[config.mk]
export PLATFORM = sky130hd
export DESIGN_NAME = eda_neigh_stack
export DESIGN_NICKNAME = d
export VERILOG_FILES = /design/src/rtl/eda_neigh_stack.sv
export SDC_FILE = /design/constraint.sdc
export NUM_CORES = 1
export LEC_CHECK = 0
export CELL_PAD_IN_SITES_DETAIL_PLACEMENT = 0
export CELL_PAD_IN_SITES_GLOBAL_PLACEMENT = 1
export CORE_MARGIN = 8
export CORE_UTILIZATION = 41
export DETAILED_ROUTE_END_ITERATION = 7
export PLACE_DENSITY_LB_ADDON = 0.2
export SLEW_MARGIN = 20
export SYNTH_ARGS = -nofsm -noshare
export SYNTH_HDL_FRONTEND = slang
export SYNTH_SLANG_ARGS = --single-unit
[constraint.sdc]
create_clock -name clk -period 2.9 [get_ports clk]
set_input_delay 0.58 -clock clk [delete_from_list [all_inputs] [get_ports clk]]
set_output_delay 0.58 -clock clk [all_outputs]
set_load 0.005 [all_outputs]
[src/rtl/eda_neigh_stack.sv]
// rtl/eda_neigh_stack.sv - LIFO stack loaded one neighbour address per cycle from an 8-neighbour batch
`ifndef CFG_M
`define CFG_M 8
`endif
`ifndef CFG_N
`define CFG_N 8
`endif
`ifndef CFG_WINDOW_WIDTH
`define CFG_WINDOW_WIDTH 9
`endif
`ifndef CFG_ADDR_WIDTH
`define CFG_ADDR_WIDTH 6
`endif
`ifndef CFG_I_WIDTH
`define CFG_I_WIDTH 3
`endif
`ifndef CFG_J_WIDTH
`define CFG_J_WIDTH 3
`endif

module eda_neigh_stack #(
  parameter int M            = `CFG_M,
  parameter int N            = `CFG_N,
  parameter int WINDOW_WIDTH = `CFG_WINDOW_WIDTH,
  parameter int ADDR_WIDTH   = `CFG_ADDR_WIDTH,
  parameter int I_WIDTH      = `CFG_I_WIDTH,
  parameter int J_WIDTH      = `CFG_J_WIDTH,
  parameter int STACK_DEPTH  = 16
) (
  input  logic                                   clk,
  input  logic                                   reset_n,
  input  logic                                   clear,
  input  logic                                   push_valid,
  output logic                                   push_ready,
  input  logic [WINDOW_WIDTH-2:0]                push_positions,
  input  logic [(WINDOW_WIDTH-1)*ADDR_WIDTH-1:0] neigh_addr,
  input  logic                                   pop_req,
  output logic                                   pop_valid,
  output logic [ADDR_WIDTH-1:0]                  pop_addr,
  output logic                                   empty,
  output logic                                   full,
  output logic [$clog2(STACK_DEPTH+1)-1:0]       count,
  output logic                                   overflow
);

  localparam int NB = WINDOW_WIDTH - 1;
  localparam int CW = $clog2(STACK_DEPTH + 1);
  localparam int IW = (STACK_DEPTH > 1) ? $clog2(STACK_DEPTH) : 1;

  if (I_WIDTH + J_WIDTH != ADDR_WIDTH || M > (1 << I_WIDTH) || N > (1 << J_WIDTH)) begin : g_cfg_check
    $error("eda_neigh_stack: address fields do not cover the image");
  end

  typedef enum logic {IDLE, LOAD} state_t;

  state_t                     state_q, state_d;
  logic [NB-1:0]              mask_q, mask_d;
  logic [NB*ADDR_WIDTH-1:0]   addr_q, addr_d;
  logic [CW-1:0]              sp_q, sp_d;
  logic [ADDR_WIDTH-1:0]      pop_addr_q, pop_addr_d;
  logic                       pop_valid_q, pop_valid_d;
  logic                       overflow_q, overflow_d;

  logic [ADDR_WIDTH-1:0]      mem [STACK_DEPTH];
  logic                       mem_we;
  logic [IW-1:0]              mem_widx;
  logic [CW-1:0]              sp_m1;
  logic [IW-1:0]              top_idx;
  logic [NB-1:0]              sel_onehot;
  logic [ADDR_WIDTH-1:0]      sel_addr;
  logic                       pop_ok;
  logic                       loading;

  assign empty      = (sp_q == '0);
  assign full       = (sp_q == CW'(STACK_DEPTH));
  assign count      = sp_q;
  assign push_ready = (state_q == IDLE);
  assign pop_valid  = pop_valid_q;
  assign pop_addr   = pop_addr_q;
  assign overflow   = overflow_q;

  assign sp_m1   = sp_q - CW'(1);
  assign top_idx = sp_m1[IW-1:0];
  assign loading = (state_q == LOAD);
  assign pop_ok  = pop_req && !empty;

  // Later iterations overwrite earlier ones, so the highest set bit wins.
  always_comb begin
    sel_onehot = '0;
    sel_addr   = '0;
    for (int b = 0; b < NB; b++) begin
      if (mask_q[b]) begin
        sel_onehot    = '0;
        sel_onehot[b] = 1'b1;
        sel_addr      = addr_q[b*ADDR_WIDTH +: ADDR_WIDTH];
      end
    end
  end

  always_comb begin
    state_d     = state_q;
    mask_d      = mask_q;
    addr_d      = addr_q;
    sp_d        = sp_q;
    pop_addr_d  = pop_addr_q;
    pop_valid_d = 1'b0;
    overflow_d  = overflow_q;
    mem_we      = 1'b0;
    mem_widx    = sp_q[IW-1:0];

    case (state_q)
      IDLE: begin
        if (push_valid && (push_positions != '0)) begin
          mask_d  = push_positions;
          addr_d  = neigh_addr;
          state_d = LOAD;
        end
      end
      LOAD: begin
        mask_d = mask_q & ~sel_onehot;
        if (mask_d == '0) state_d = IDLE;
      end
      default: state_d = IDLE;
    endcase

    // A pop in the same cycle frees the top slot, so the new address replaces it.
    if (loading) begin
      if (pop_ok) begin
        mem_we   = 1'b1;
        mem_widx = top_idx;
      end else if (full) begin
        overflow_d = 1'b1;
      end else begin
        mem_we = 1'b1;
        sp_d   = sp_q + CW'(1);
      end
    end

    if (pop_ok) begin
      pop_addr_d  = mem[top_idx];
      pop_valid_d = 1'b1;
      if (!loading) sp_d = sp_m1;
    end

    if (clear) begin
      state_d     = IDLE;
      mask_d      = '0;
      sp_d        = '0;
      overflow_d  = 1'b0;
      pop_valid_d = 1'b0;
      pop_addr_d  = pop_addr_q;
      mem_we      = 1'b0;
    end
  end

  always_ff @(posedge clk) begin
    if (!reset_n) begin
      state_q     <= IDLE;
      mask_q      <= '0;
      addr_q      <= '0;
      sp_q        <= '0;
      pop_addr_q  <= '0;
      pop_valid_q <= 1'b0;
      overflow_q  <= 1'b0;
    end else begin
      state_q     <= state_d;
      mask_q      <= mask_d;
      addr_q      <= addr_d;
      sp_q        <= sp_d;
      pop_addr_q  <= pop_addr_d;
      pop_valid_q <= pop_valid_d;
      overflow_q  <= overflow_d;
    end
  end

  always_ff @(posedge clk) begin
    if (reset_n && mem_we) mem[mem_widx] <= sel_addr;
  end

endmodule

Yosys cells after proc, flatten, opt, wreduce, memory -nomap -nowiden:

Memory sizes are Yosys's and may differ from the RTL's. A register that Yosys moved wholly into a read port is not among the register bits.
Index checks and enable logic that the tools add are counted.

* register bits: 64
* RAM bits: 96
* input bits: 61
* output and inout port bits: 16
* word-level logic and storage cells: 64
* memories: 1

* add/subtract/negate cells: 2
* equal/unequal tests: 2
* muxes and demuxes: 35
* bitwise operators: 6
* reductions and logical operators: 12

Memory list
* mem: words 16, width 6, read ports 1, clocked after Yosys merged registers in 1, wr ports 1, line 64 `logic [ADDR_WIDTH-1:0] mem [STACK_DEPTH];`

Operators by type and width (number)
* 2-to-1 mux 8 bit: 7
* 2-to-1 mux 6 bit: 8
* 2-to-1 mux 5 bit: 5
* case mux 8 bit (2 select lines): 1
* 2-to-1 mux 1 bit: 10
* bitwise AND 8 bit: 1
* zero test 8 bit: 1
* 2-to-1 mux 4 bit: 2
* inverter 8 bit: 1
* nonzero test 8 bit: 1
* adder 5 x 1 -> 5 bit (second input constant): 1
* == test 5 bit (second input constant): 1
* zero test 5 bit: 1
* subtractor 5 x 1 -> 5 bit (second input constant): 1
* inverter 1 bit: 4
* AND reduction 2 bit: 2
* logical AND 1 bit: 3
* AND reduction 3 bit: 1
* zero test 1 bit: 2
* 2-to-1 mux 2 bit: 1
* inequality test 2 x 1 -> 1 bit (second input constant): 1
* case mux 1 bit (2 select lines): 1
* OR reduction 2 bit: 1

Logic depth before layout (Yosys ltp):

* word-level depth: 13
* mapped depth: 11
* depth with buffers taken out: 7

Worst setup path after synthesis:

OpenSTA, ideal clock, no wires.

* kind: reg2reg
* from: register (tool-made name)
* to: memory mem[11][0] (netlist bit) (enable)
* library setup time: 386 ps
* data arrival time: 2897 ps
* data required time: 2514 ps
* setup slack: -383 ps
* stages on the path, launching flop included: 10
* buffers on the path: 4
* period minus slack after synthesis: 3283 ps
* cell sequence: dfxtp_1 > clkbuf_1 > buf_1 > inv_1 > ha_1 > clkbuf_1 > clkbuf_1 > nor3_1 > a31oi_1 > nor4_1

RTL lines (line)
* end, declared: 64

==> out/qor.log <==
INFO  power          p_sw_frac=0.255
INFO  finish         layout-drive-gt1-share=0.133
INFO  timing         transition_time_at_the_pin_with_the_least_slew_margin=0.632ns
INFO  routing        totalWireLength=16700µm
INFO  hold_path      min_delay_path_depth=2
INFO  critical_path  max_fo_critical_path=7
INFO  timing         clock_skew=0.0142ns
INFO  global_routing vias_in_the_first_global_route=4785
INFO  clock_network  cts_setup_buffers=0
INFO  routing        first_iter_violations=383
INFO  global_routing grt_remaining_overflow=0
INFO  power          p_switching=1.56mW
INFO  run_status     run_status=finished clean
INFO  power          p_comb_frac=0.171
INFO  die            fp.dieW=147µm
INFO  global_routing grtUsageTotal=0.156
INFO  logic_synthesis synth_seq_cells=166
INFO  finish         finalNetCount=734
INFO  logic_synthesis synthesis.yosys.warnings=0
INFO  clock_network  ctsResizeCount=0
INFO  logic_synthesis synth.yosys.seq_area_share=0.606
INFO  critical_path  crit_type=register to primary output
INFO  logic_synthesis ys_top_cells_by_area=edfxtp_1 (41%), dfxtp_1 (20%), mux4_2 (7.6%)
INFO  logic_synthesis netlist-cell-type-count=47
INFO  timing         layout_worst_path_cycle_share=0.959
INFO  clock_network  numCtsBuffers=17
INFO  logic_synthesis synthMostInstantiatedCell=nand2_1
INFO  critical_path  arrival=2.20ns
INFO  placed_design  io_buffer_count=76
INFO  clock_network  cts.path.max_buffers=2
INFO  global_routing grt_first_pass_wirelength=26300µm
INFO  timing         finalSetupViolations=0
INFO  routing        antenna_violating_nets_post_route=0
INFO  finish         flow.area_growth_from_synthesis=24.6%
INFO  hold_path      min_from=addr_q[38]
INFO  die            top_level_ports=77
INFO  timing         max_freq=359MHz
INFO  logic_synthesis syn-instance-count=590
INFO  power          seq_power_share=0.431
INFO  power          clock_power_share=0.398
INFO  power          leakagePower=3.00nW
INFO  hold_path      hold_path_class=register to register
INFO  power          power_density=694nW/µm²
INFO  logic_synthesis synth_top_flop_cell=edfxtp_1
INFO  critical_path  critPathCaptureType=primary output
INFO  clock_network  cts-hold-fix-buffers=0
INFO  timing         post-route-min-period=2.78ns
INFO  placed_design  placedInstanceArea=8170µm²
INFO  run            maxCapViolations=0
INFO  routing        first_pass_iters=5
INFO  critical_path  reg2reg_depth=7
INFO  placed_design  dp_hpwl=11800µm
INFO  finish         multiInputGateArea=2560µm²
INFO  routing        vias_per_cell=5.25
INFO  die            core=17100µm²
INFO  die            fp.dieArea=21700µm²
INFO  logic_synthesis post_synth.cell_area_avg=12.0µm²
INFO  finish         ff_latch_area=4290µm²
INFO  critical_path  rrSetupSlack=0.20ns
INFO  routing        dr_total_vias=4766
INFO  critical_path  regToRegEndpoint=mem[2][5]
INFO  finish         fillCellCount=1533
INFO  logic_synthesis netlist_top_cells_count=nand2_1 (110), edfxtp_1 (96), dfxtp_1 (70), a21boi_0 (49), clkbuf_1 (34)
INFO  power          vdd_drop_max=435µV
INFO  finish         antenna_cells_inserted=0
INFO  clock_network  tritoncts=yes
INFO  timing         final-hold-violation-count=0
INFO  logic_synthesis synth_edf_count=96
INFO  placed_design  gp_congestion=0.833
INFO  critical_path  start_kind=register
INFO  clock_network  clockRootBuffer=clkbuf_16
INFO  finish         layout.cell_area.non_filler=8810µm²
INFO  clock_network  clkSlewWorstSetupHoldPaths=0.07ns
INFO  critical_path  crit_path_end=empty
INFO  logic_synthesis post_synth_design_cell_area=7070µm²
INFO  timing         finalMaxSlewViolations=0
INFO  power          power_report.internal_total=4.55mW
INFO  clock_network  htreeDepth=4
INFO  clock_network  worst_skew_pair.late_latency=0.43ns
INFO  global_routing initial_antenna_violation_count=1
INFO  timing         rsz0062_at_grt=no
INFO  logic_synthesis netlist.top_cell.by_area=edfxtp_1
INFO  logic_synthesis share_of_the_synthesized_area_in_the_top_cell_type=0.408
INFO  routing        routed_wire_length_per_instance=18.4µm
INFO  die            die_h=147µm
INFO  clock_network  cts_num_sinks=166
INFO  die            floorplan.rows=48
INFO  timing         timing.max_slew.rel_slack=0.578
INFO  critical_path  cp_data_required_time=2.32ns
INFO  logic_synthesis asyncSetResetFlopFracSynth=0
INFO  timing         setup_total_negative_slack=0ns
INFO  global_routing grt_start_max_net_pins=50
INFO  die            initial_cell_density_of_the_core=0.414
INFO  finish         postLayoutCoreUtil=0.516
INFO  routing        route.detailed.drc=0
INFO  logic_synthesis mappedNetlistNets=654
power by group through the flow:
stage / logic [mW] / clock network [mW] / registers (mW)
after floorplan: 0.682 / 0 / 2.67
after global placement: 1.05 / 0 / 2.68
after detailed placement: 1.06 / 0 / 2.69
after CTS: 1.06 / 2.46 / 2.63
after global routing: 1.14 / 2.56 / 2.64
final: 1.05 / 2.43 / 2.63
sequential cells by signal, indices dropped and copies added, names as in the netlist, named ones only:
signal and flops:
pop_valid 1, loading 1, addr_q 48, mask_q 8, pop_addr 6, mem 96
count 4, overflow 1
cell type report:
| cell class | count | share of cell area |
|---|---|---|
| flip-flops and latches | 166 | 0.487 |
| inverters | 14 | 0.00597 |
| repair buffers | 103 | 0.112 |
| clock buffers | 17 | 0.0483 |
| well taps | 225 | 0.0320 |
| clock inverters | 15 | 0.0240 |
| multi-input cells | 368 | 0.291 |
logic make-up (layout without fill, tap and decap cells):
logic type / count (synthesis) / after routing / share of synthesized area
AND/OR/NAND/NOR: 179 / 179 / 0.111
flip-flops: 166 / 166 / 0.606
AO/OA/AOI/OAI: 141 / 141 / 0.139
buffers and inverters: 56 / 149 / 0.0336
multiplexers: 37 / 37 / 0.0949
XOR/XNOR: 7 / 7 / 0.00867
adder cells (fa/ha/maj): 4 / 4 / 0.00673
critical path, stage by stage (launching register included):
cell	delay, ns
dfxtp_2	0.32
inv_1	0.14
ha_1	0.20
or4b_4	0.52
inv_1	0.09
clkdlybuf4s50_1	0.50
worst min-delay path by stage:
stage / end
final: addr_q[38]
after global routing: addr_q[31]
after CTS: addr_q[30]
after detailed placement: addr_q[30]
after global placement: addr_q[37]
after floorplan: addr_q[36]
routing by layer:
layer | global-route usage | vias up | share of wire
met2 | 0.261 | 113 | 0.49
met5 | 0 | - | 0.00048
met3 | 0.0406 | 18 | 0.040
met1 | 0.195 | 2300 | 0.46
met4 | 0.0428 | 2 | 0.011
li1 | - | 2333 | -
per-stage QoR:
stage / setup WS [ns] / std cells / power, mW / hold WS (ns)
floorplan: 0.0224 / 590 / 3.36 / 0.443
global placement: 0.148 / 876 / 3.74 / 0.452
detailed placement: 0.0773 / 876 / 3.74 / 0.457
CTS: 0.0994 / 908 / 6.16 / 0.466
global route: 0.00680 / 908 / 6.34 / 0.481
finish: 0.118 / 908 / 6.11 / 0.464
layout by cell type, fill, tap and decap left out, drive strengths merged, types with 2 or more instances in the layout:
master / n
a21boi: 49
a21oi: 23
a221oi: 6
a22oi: 17
a2bb2oi: 6
a31oi: 5
and2: 3
buf: 27
bufinv: 4
clkbuf: 17
clkdlybuf4s50: 76
clkinvlp: 4
dfxtp: 70
edfxtp: 96
ha: 3
inv: 20
mux2i: 13
mux4: 24
nand2: 110
nand2b: 2
nand3: 8
nand4: 3
nor2: 24
nor2b: 10
nor3: 7
nor4: 5
o211ai: 6
o21ai: 14
o311ai: 3
o31ai: 6
or3: 2
xnor2: 5
xor2: 2
(Power assumes the default switching activity.)
